`src/rtl/state_pkg.sv`:
```
// Shared types and defaults for the player move arbiter: FSM states,
// gate-owner encodings and playfield geometry.
package state_pkg;

  localparam int XW = 12;

  localparam int GATE_LEFT_DEFAULT  = 350;
  localparam int GATE_RIGHT_DEFAULT = 450;
  localparam int X_MAX_DEFAULT      = 760;

  typedef enum logic [1:0] {
    IDLE,
    EVAL_P1,
    EVAL_P2,
    ISSUE
  } ArbState;

  localparam logic [1:0] OWN_NONE = 2'b00;
  localparam logic [1:0] OWN_P1   = 2'b01;
  localparam logic [1:0] OWN_P2   = 2'b10;

endpackage

```
`src/rtl/move_eval.sv`:
```
// Combinational per-player step decision: request decode, bounds check and
// gate entry/exit rules for a single player.
module move_eval
  import state_pkg::*;
#(
  parameter int GATE_LEFT  = GATE_LEFT_DEFAULT,
  parameter int GATE_RIGHT = GATE_RIGHT_DEFAULT,
  parameter int X_MAX      = X_MAX_DEFAULT
) (
  input  logic [XW-1:0] x,
  input  logic          req_right,
  input  logic          req_left,
  input  logic          button_pressed,
  input  logic          owned,
  input  logic          gate_free,
  output logic          grant,
  output logic          dir,
  output logic          wants_entry,
  output logic          is_inside
);

  localparam logic [XW-1:0] GL_V   = XW'(GATE_LEFT);
  localparam logic [XW-1:0] GR_V   = XW'(GATE_RIGHT);
  localparam logic [XW-1:0] XMAX_V = XW'(X_MAX);
  localparam logic [XW-1:0] ONE    = XW'(1);

  logic          go_right;
  logic          go_left;
  logic          bound_ok;
  logic          target_inside;
  logic [XW-1:0] target;

  // The target may wrap when bound_ok is low; it is never used in that case.
  always_comb begin
    go_right      = req_right & ~req_left;
    go_left       = req_left & ~req_right;
    bound_ok      = (go_right && (x < XMAX_V)) || (go_left && (x != '0));
    target        = go_right ? (x + ONE) : (x - ONE);
    is_inside     = (x >= GL_V) && (x <= GR_V);
    target_inside = (target >= GL_V) && (target <= GR_V);
    wants_entry   = bound_ok & ~is_inside & target_inside;
    dir           = go_right;
    grant         = 1'b0;
    case ({is_inside, target_inside})
      2'b00: grant = bound_ok;
      2'b01: grant = bound_ok & button_pressed & (owned | gate_free);
      2'b11: grant = bound_ok & button_pressed & owned;
      2'b10: grant = bound_ok;
      default: grant = 1'b0;
    endcase
  end

endmodule

```
`src/rtl/player_move_arbiter.sv`:
```
// Per-frame scheduler: on each v_tick rising edge evaluates both players in
// turn, resolves gate contention round-robin and issues one-cycle step pulses.
module player_move_arbiter
  import state_pkg::*;
#(
  parameter int GATE_LEFT  = GATE_LEFT_DEFAULT,
  parameter int GATE_RIGHT = GATE_RIGHT_DEFAULT,
  parameter int X_MAX      = X_MAX_DEFAULT
) (
  input  logic          clk,
  input  logic          rst,
  input  logic          v_tick,
  input  logic [1:0]    req_right,
  input  logic [1:0]    req_left,
  input  logic          button_pressed,
  input  logic [XW-1:0] xpos_p1,
  input  logic [XW-1:0] xpos_p2,
  output logic          step_p1,
  output logic          dir_p1,
  output logic          step_p2,
  output logic          dir_p2,
  output logic [1:0]    gate_owner,
  output logic          busy,
  output logic          overrun
);

  ArbState    state;
  logic       v_tick_old;
  logic       rr;
  logic       rise;
  logic [1:0] owner_eff;
  logic       p1_grant_q, p1_dir_q, p1_entry_q;
  logic       grant1, dir1, entry1, inside1;
  logic       grant2, dir2, entry2, inside2;
  logic       contention, p1_win, p2_win;

  assign rise = v_tick & ~v_tick_old;

  // An owner standing outside the zone has left it; treat the gate as free.
  always_comb begin
    owner_eff = gate_owner;
    if ((gate_owner == OWN_P1 && !inside1) || (gate_owner == OWN_P2 && !inside2))
      owner_eff = OWN_NONE;
  end

  move_eval #(.GATE_LEFT(GATE_LEFT), .GATE_RIGHT(GATE_RIGHT), .X_MAX(X_MAX)) u_eval_p1 (
    .x(xpos_p1), .req_right(req_right[0]), .req_left(req_left[0]),
    .button_pressed(button_pressed), .owned(owner_eff == OWN_P1),
    .gate_free(owner_eff == OWN_NONE), .grant(grant1), .dir(dir1),
    .wants_entry(entry1), .is_inside(inside1)
  );

  move_eval #(.GATE_LEFT(GATE_LEFT), .GATE_RIGHT(GATE_RIGHT), .X_MAX(X_MAX)) u_eval_p2 (
    .x(xpos_p2), .req_right(req_right[1]), .req_left(req_left[1]),
    .button_pressed(button_pressed), .owned(owner_eff == OWN_P2),
    .gate_free(owner_eff == OWN_NONE), .grant(grant2), .dir(dir2),
    .wants_entry(entry2), .is_inside(inside2)
  );

  // Ownership is only taken at ISSUE, so both players can see a free gate in
  // the same frame; rr picks the winner (0 = P1).
  always_comb begin
    contention = p1_entry_q & grant2 & entry2;
    p1_win     = p1_grant_q & ~(contention & rr);
    p2_win     = grant2 & ~(contention & ~rr);
  end

  always_ff @(posedge clk or posedge rst) begin
    if (rst) begin
      state      <= IDLE;
      v_tick_old <= 1'b0;
      rr         <= 1'b0;
      step_p1    <= 1'b0;
      dir_p1     <= 1'b0;
      step_p2    <= 1'b0;
      dir_p2     <= 1'b0;
      gate_owner <= OWN_NONE;
      busy       <= 1'b0;
      overrun    <= 1'b0;
      p1_grant_q <= 1'b0;
      p1_dir_q   <= 1'b0;
      p1_entry_q <= 1'b0;
    end else begin
      v_tick_old <= v_tick;
      step_p1    <= 1'b0;
      step_p2    <= 1'b0;
      if (rise && state != IDLE)
        overrun <= 1'b1;
      case (state)
        IDLE: begin
          if (rise) begin
            state <= EVAL_P1;
            busy  <= 1'b1;
          end
        end
        EVAL_P1: begin
          gate_owner <= owner_eff;
          p1_grant_q <= grant1;
          p1_dir_q   <= dir1;
          p1_entry_q <= grant1 & entry1;
          state      <= EVAL_P2;
        end
        EVAL_P2: begin
          step_p1 <= p1_win;
          step_p2 <= p2_win;
          if (p1_win) dir_p1 <= p1_dir_q;
          if (p2_win) dir_p2 <= dir2;
          if (p1_win && p1_entry_q)
            gate_owner <= OWN_P1;
          else if (p2_win && entry2)
            gate_owner <= OWN_P2;
          else
            gate_owner <= owner_eff;
          if (contention)
            rr <= ~rr;
          state <= ISSUE;
        end
        ISSUE: begin
          state <= IDLE;
          busy  <= 1'b0;
        end
        default: begin
          state <= IDLE;
          busy  <= 1'b0;
        end
      endcase
    end
  end

endmodule

```
`config.mk`:
```
export PLATFORM = sky130hd
export DESIGN_NAME = player_move_arbiter
export DESIGN_NICKNAME = d
export VERILOG_FILES = /design/src/rtl/state_pkg.sv /design/src/rtl/move_eval.sv /design/src/rtl/player_move_arbiter.sv
export SDC_FILE = /design/constraint.sdc
export NUM_CORES = 1
export LEC_CHECK = 0
export BUFFER_PORTS_ARGS = -buffer_cell sky130_fd_sc_hd__buf_2
export CORE_ASPECT_RATIO = 0.9
export CORE_MARGIN = 2
export CORE_UTILIZATION = 57
export DETAILED_ROUTE_END_ITERATION = 7
export PLACE_DENSITY = 0.88
export SLEW_MARGIN = 40
export SYNTH_ARGS = -nofsm -noshare
export SYNTH_HDL_FRONTEND = slang
export SYNTH_HIERARCHICAL = 1
export SYNTH_SLANG_ARGS = --single-unit
```
`constraint.sdc`:
```
create_clock -name clk -period 2.58 [get_ports clk]
set_clock_uncertainty 0.1 [all_clocks]
set_input_delay 0.516 -clock clk [delete_from_list [all_inputs] [get_ports clk]]
set_output_delay 0.516 -clock clk [all_outputs]
set_load 0.02 [all_outputs]
```
==> key figures, run 1 <==
Synthesis
  – Synth top area share: 16.7%
  – Synth area leader: dfrtp_1
  – Seq/Total Area, Yosys: 16.7%
  – Largest cells by area after synthesis: dfrtp_1 17%, ha_1 16%, a21oi_1 6.2%, nand2_1 4.5%, xor2_1 3.9%
  – Syn. warnings: 6
  – Synthesized area per cell: 8.03 um2
  – Yosys reg bits: 15
  – Synth Cell Area: 2250 um2
  – Mapped Cells: 280
  – Async S/R FF share, synth: 100%
  – Synth cell types: 46
  – Number of synthesized flops with an enable pin: 0
  – Top_reg_cell synth: dfrtp_1
  – Post-synth net total: 343

Floorplan
  – Die span in x: 70.2 um
  – IO Pins: 40
  – Initial Utilization: 59.8%
  – Die Y: 63.6 um
  – Num rows: 21

Outcome
  – Outcome: did not finish
  – Last stage: global routing (5_1_grt)
  – Run Error: [ERROR GRT-0232] Routing congestion too high. Check the congestion heatmap in the GUI.

Clock tree
  – CTS root buf: clkbuf_8
  – Clock Tree Buf Depth: 2
  – Post-CTS Hold Buffers: 0
  – H-tree depth: 1
  – Num CTS Buffers: 3
  – Clock sinks: 15

Placement
  – Placed Area: 3200 um2
  – Hpwl dp: 6.37 mm
  – IO buf count: 39
  – RePlAce Congestion: around 0.86

Global route
  – Largest net degree at the start of global routing: 16
  – Total gr overflow: between 300 and 400
  – GRT Util Overall: 99.5%

STA
  – Post-GRT worst EP: gate_owner[0]$_DFFE_PP0P_/D
  – WEP type: sequential cell input
## metal layers
layer  GRT overflow  GRT usage (%)
met4            120            114
met3              6           76.5
met5              0           34.6
met1              3           88.0
met2            269            130
## cell families after synthesis
family,share of synthesized area (%)
flip-flops,16.7
AND/OR/NAND/NOR,25.4
XOR/XNOR,5.06
buffers and inverters,4.01
AO/OA/AOI/OAI,25.6
adder cells (fa/ha/maj),17.9
multiplexers,5.34
## Yosys cell counts (all sizes together), types with 5 or more instances
cell    instances
ha             29
dfrtp          15
inv            22
o21a            6
nor4            6
mux2            5
nor2           12
or3             6
a21oi          28
nand2          27
o21ai          11
nand2b          7
nand3          10
xor2           10
a21o            8
or2             5
mux2i           6
## repair_timing
item / 4_1_cts
cloned: 2
buffers inserted: 8
pin swaps: 19
setup endpoints to repair: 9
resized for setup: 35
endpoints found under the hold margin: 0
## stage by stage
step                      cells  worst slack, ns
after floorplan             280           -0.854
after global placement      451           -0.989
after detailed placement    451            -1.19
after CTS                   465           -0.810
==> run 2, diff against run 1 <==
- CORE_ASPECT_RATIO: 0.9 -> not set
- CORE_UTILIZATION: 57 -> 40
- PLACE_DENSITY: 0.88 -> not set
- PLACE_DENSITY_LB_ADDON: not set -> 0.15
==> run 2 against run 1 <==
The flow now finishes, with violations (negative setup slack). Synthesized area stayed put. Synthesized cell count stayed put.
==> key figures, run 2 <==
Floorplan
  – Die area: 6240 um2
  – Initial Utilization: 41.1% (-19 points)
  – IO Pins: 40 (unchanged)
  – Num rows: 27 (+29%)
  – CORE AREA: 5470 um2
  – Die span in x: 79.0 um (+12%)
  – Die Y: 79.0 um (+24%)

STA
  – Fin crit share: 128%
  – Least-Margin Pin Slew: 0.562 ns
  – Clock period minus worst slack: 3.30 ns
  – Max transition margin: a little over three fifths
  – F_max: about 0.30 GHz
  – TNS Setup: -4.44 ns
  – Final Hold Vio Count: 0
  – # setup viols final: 9
  – Fin. max-slew vios: 0
  – Unrepaired setup endpoints after global routing: true
  – Final WS setup: -0.720 ns
  – Min Hold Slack: roughly 0.21 ns

Cells and area
  – Nets: 478
  – Top flop regs: gate_owner (2), state (2)
  – Area delta synth->final: 57.4%
  – Most common cell after layout, fill and taps aside: buf_4
  – Non-Filler Instances: 486
  – Share of post-route cells with drive strength above 1: 43.5%
  – Antenna diode count: 0
  – Fin util: about 65%
  – Most frequent cells in the layout: 85 x buf_4, 36 x buf_2, 27 x nand2_1
  – Post-Layout Inst Area: 3540 um2

Route
  – DRC Markers: 0
  – DR WL/cell: 12.8 um
  – Vias per inst: ~5.3
  – Final WL: 6.23 mm
  – Detailed router's first-iteration violation count: 99
  – DRT antenna net count: 0
  – Vias after detailed routing: 2561
  – 1st-pass router iterations: 5

Worst setup path
  – Crit start category: primary input
  – WP data arrival: roughly 3.3 ns
  – CP endpoint kind: register
  – Top delay family on crit path: simple AND/OR/NAND/NOR gates
  – Critical Path Fanout Max: 5
  – Worst EP required: approximately 2.6 ns
  – Slowest stage cell on the critical path: or4b_4
  – Buf+Inv Stages, Crit Path: 2
  – Slowest stage delay, CP: 0.47 ns
  – WS Path Type: primary input to register
  – Worst path cell trace: buf_6 > nand2b_4 > ha_4 > a21o_1 > a21o_1 > or4_4 > o211a_1 > or4b_4 > and4bb_1 > inv_1 > o211a_1 > mux2_4

Clock tree
  – Clock-pin transition on the worst setup and hold timing paths: 0.06 ns
  – H-tree depth: 1 (unchanged)
  – CTS root buf: clkbuf_8
  – Clock Tree Buf Depth: 2 (unchanged)
  – Post-CTS Hold Buffers: 0 (unchanged)
  – Num CTS Buffers: 3 (unchanged)
  – Clock sinks: 15 (unchanged)
  – CTS tree: yes
  – Clock Latency Late Sink: 0.25 ns

Job
  – MaxCap Viol Count: 0

Global route
  – First-pass GRT wire length: 10.4 mm
  – Total gr overflow: 0
  – Initial antenna violation count: 0
  – Vias in the first global route: approximately 2.4k
  – Largest net degree at the start of global routing: 16
  – GRT Util Overall: 20.0%

Synthesis
  – Synth top area share: 16.7% (unchanged)
  – Async S/R FF share, synth: 100% (unchanged)
  – Mapped Cells: 280 (unchanged)
  – Synth cell types: 46 (unchanged)
  – Synth Cell Area: 2250 um2 (unchanged)
  – Synthesized area per cell: 8.03 um2 (unchanged)
  – Post-synth net total: 343 (unchanged)
  – Top_reg_cell synth: dfrtp_1
  – Largest cells by area after synthesis: dfrtp_1 17%, ha_1 16%, a21oi_1 6.2%, nand2_1 4.5%, xor2_1 3.9%
  – Seq/Total Area, Yosys: 16.7% (unchanged)
  – Yosys reg bits: 15 (unchanged)
  – Synth top cells by count: 29 x ha_1, 28 x a21oi_1, 27 x nand2_1
  – Synth area leader: dfrtp_1
  – Top-count cell post-synth: ha_1
  – Syn. warnings: 6 (unchanged)
  – Number of synthesized flops with an enable pin: 0 (unchanged)

Hold path
  – Hold/Removal Path Class: primary input to asynchronous set/reset pin

Placement
  – Hpwl dp: 4.88 mm (-23%)
  – RePlAce Congestion: 0.873 (+0.93%)
  – IO buf count: 39 (unchanged)
  – Placed instance count: 475 (+5.3%)
  – Placed Area: 3220 um2 (+0.55%)
  – DP Worst Slack: -1.07 ns (+0.117 ns)

Outcome
  – Outcome: complete, but fails checks
  – Failing checks: negative setup slack

Power
  – Final Power: 1.45 mW
  – Pleak: 1.75 nW
  – VDD IR max: 0.295 mV
  – PwrDens: 410 nW/um2
run 2: cell families after synthesis:
family / share of synthesized area [%]
DFF: 16.7
muxes: 5.34
adders and majority gates: 17.9
AOI/OAI and AO/OA: 25.6
and+or+nand+nor: 25.4
buffers and inverters: 4.01
xor gates and xnor gates: 5.06
run 2: what timing repair did:
action / CTS / global route
setup endpoints to repair: 9 / 9
cloned: 2 / 0
resized for setup: 23 / 22
buffers inserted: 3 / 3
pin swaps: 14 / 17
run 2: layout make-up:
class / instances / area [um2]
multi-input cells: 243 / 2030
fillers: 501 / 1930
repair buffers: 130 / 916
flip-flops and latches: 15 / 375
well taps: 72 / 90.1
inverters: 22 / 82.6
clock buffers: 4 / 45.0
run 2: path summary, 6_finish.rpt:
kind	from	to	slack, ns	depth (start not counted)
hold / removal	rst	dir_p1	0.21	2
max in group asynchronous	rst	dir_p2	1.79	2
min in group clk	v_tick	v_tick_old	0.29	1
hold reg to reg	overrun	overrun	0.37	1
setup reg to reg	gate_owner[1]	dir_p1	0.44	8
setup / recovery	req_left[1]	dir_p2	-0.72	12
run 2: layer usage:
metal	vias to the layer above	global-route usage [%]	wire [um]
met1	1190	25.2	2880
met3	6	1.36	128
li1	1328	-	-
met4	0	4.31	60
met2	37	37.2	3160
met5	-	0	0
run 2: power breakdown:
| group | switching [mW] | internal, mW |
|---|---|---|
| clock network | 0.0783 | 0.109 |
| logic | 0.450 | 0.478 |
| registers | 0.0369 | 0.297 |
No activity file was read; power rests on OpenSTA's default activity.
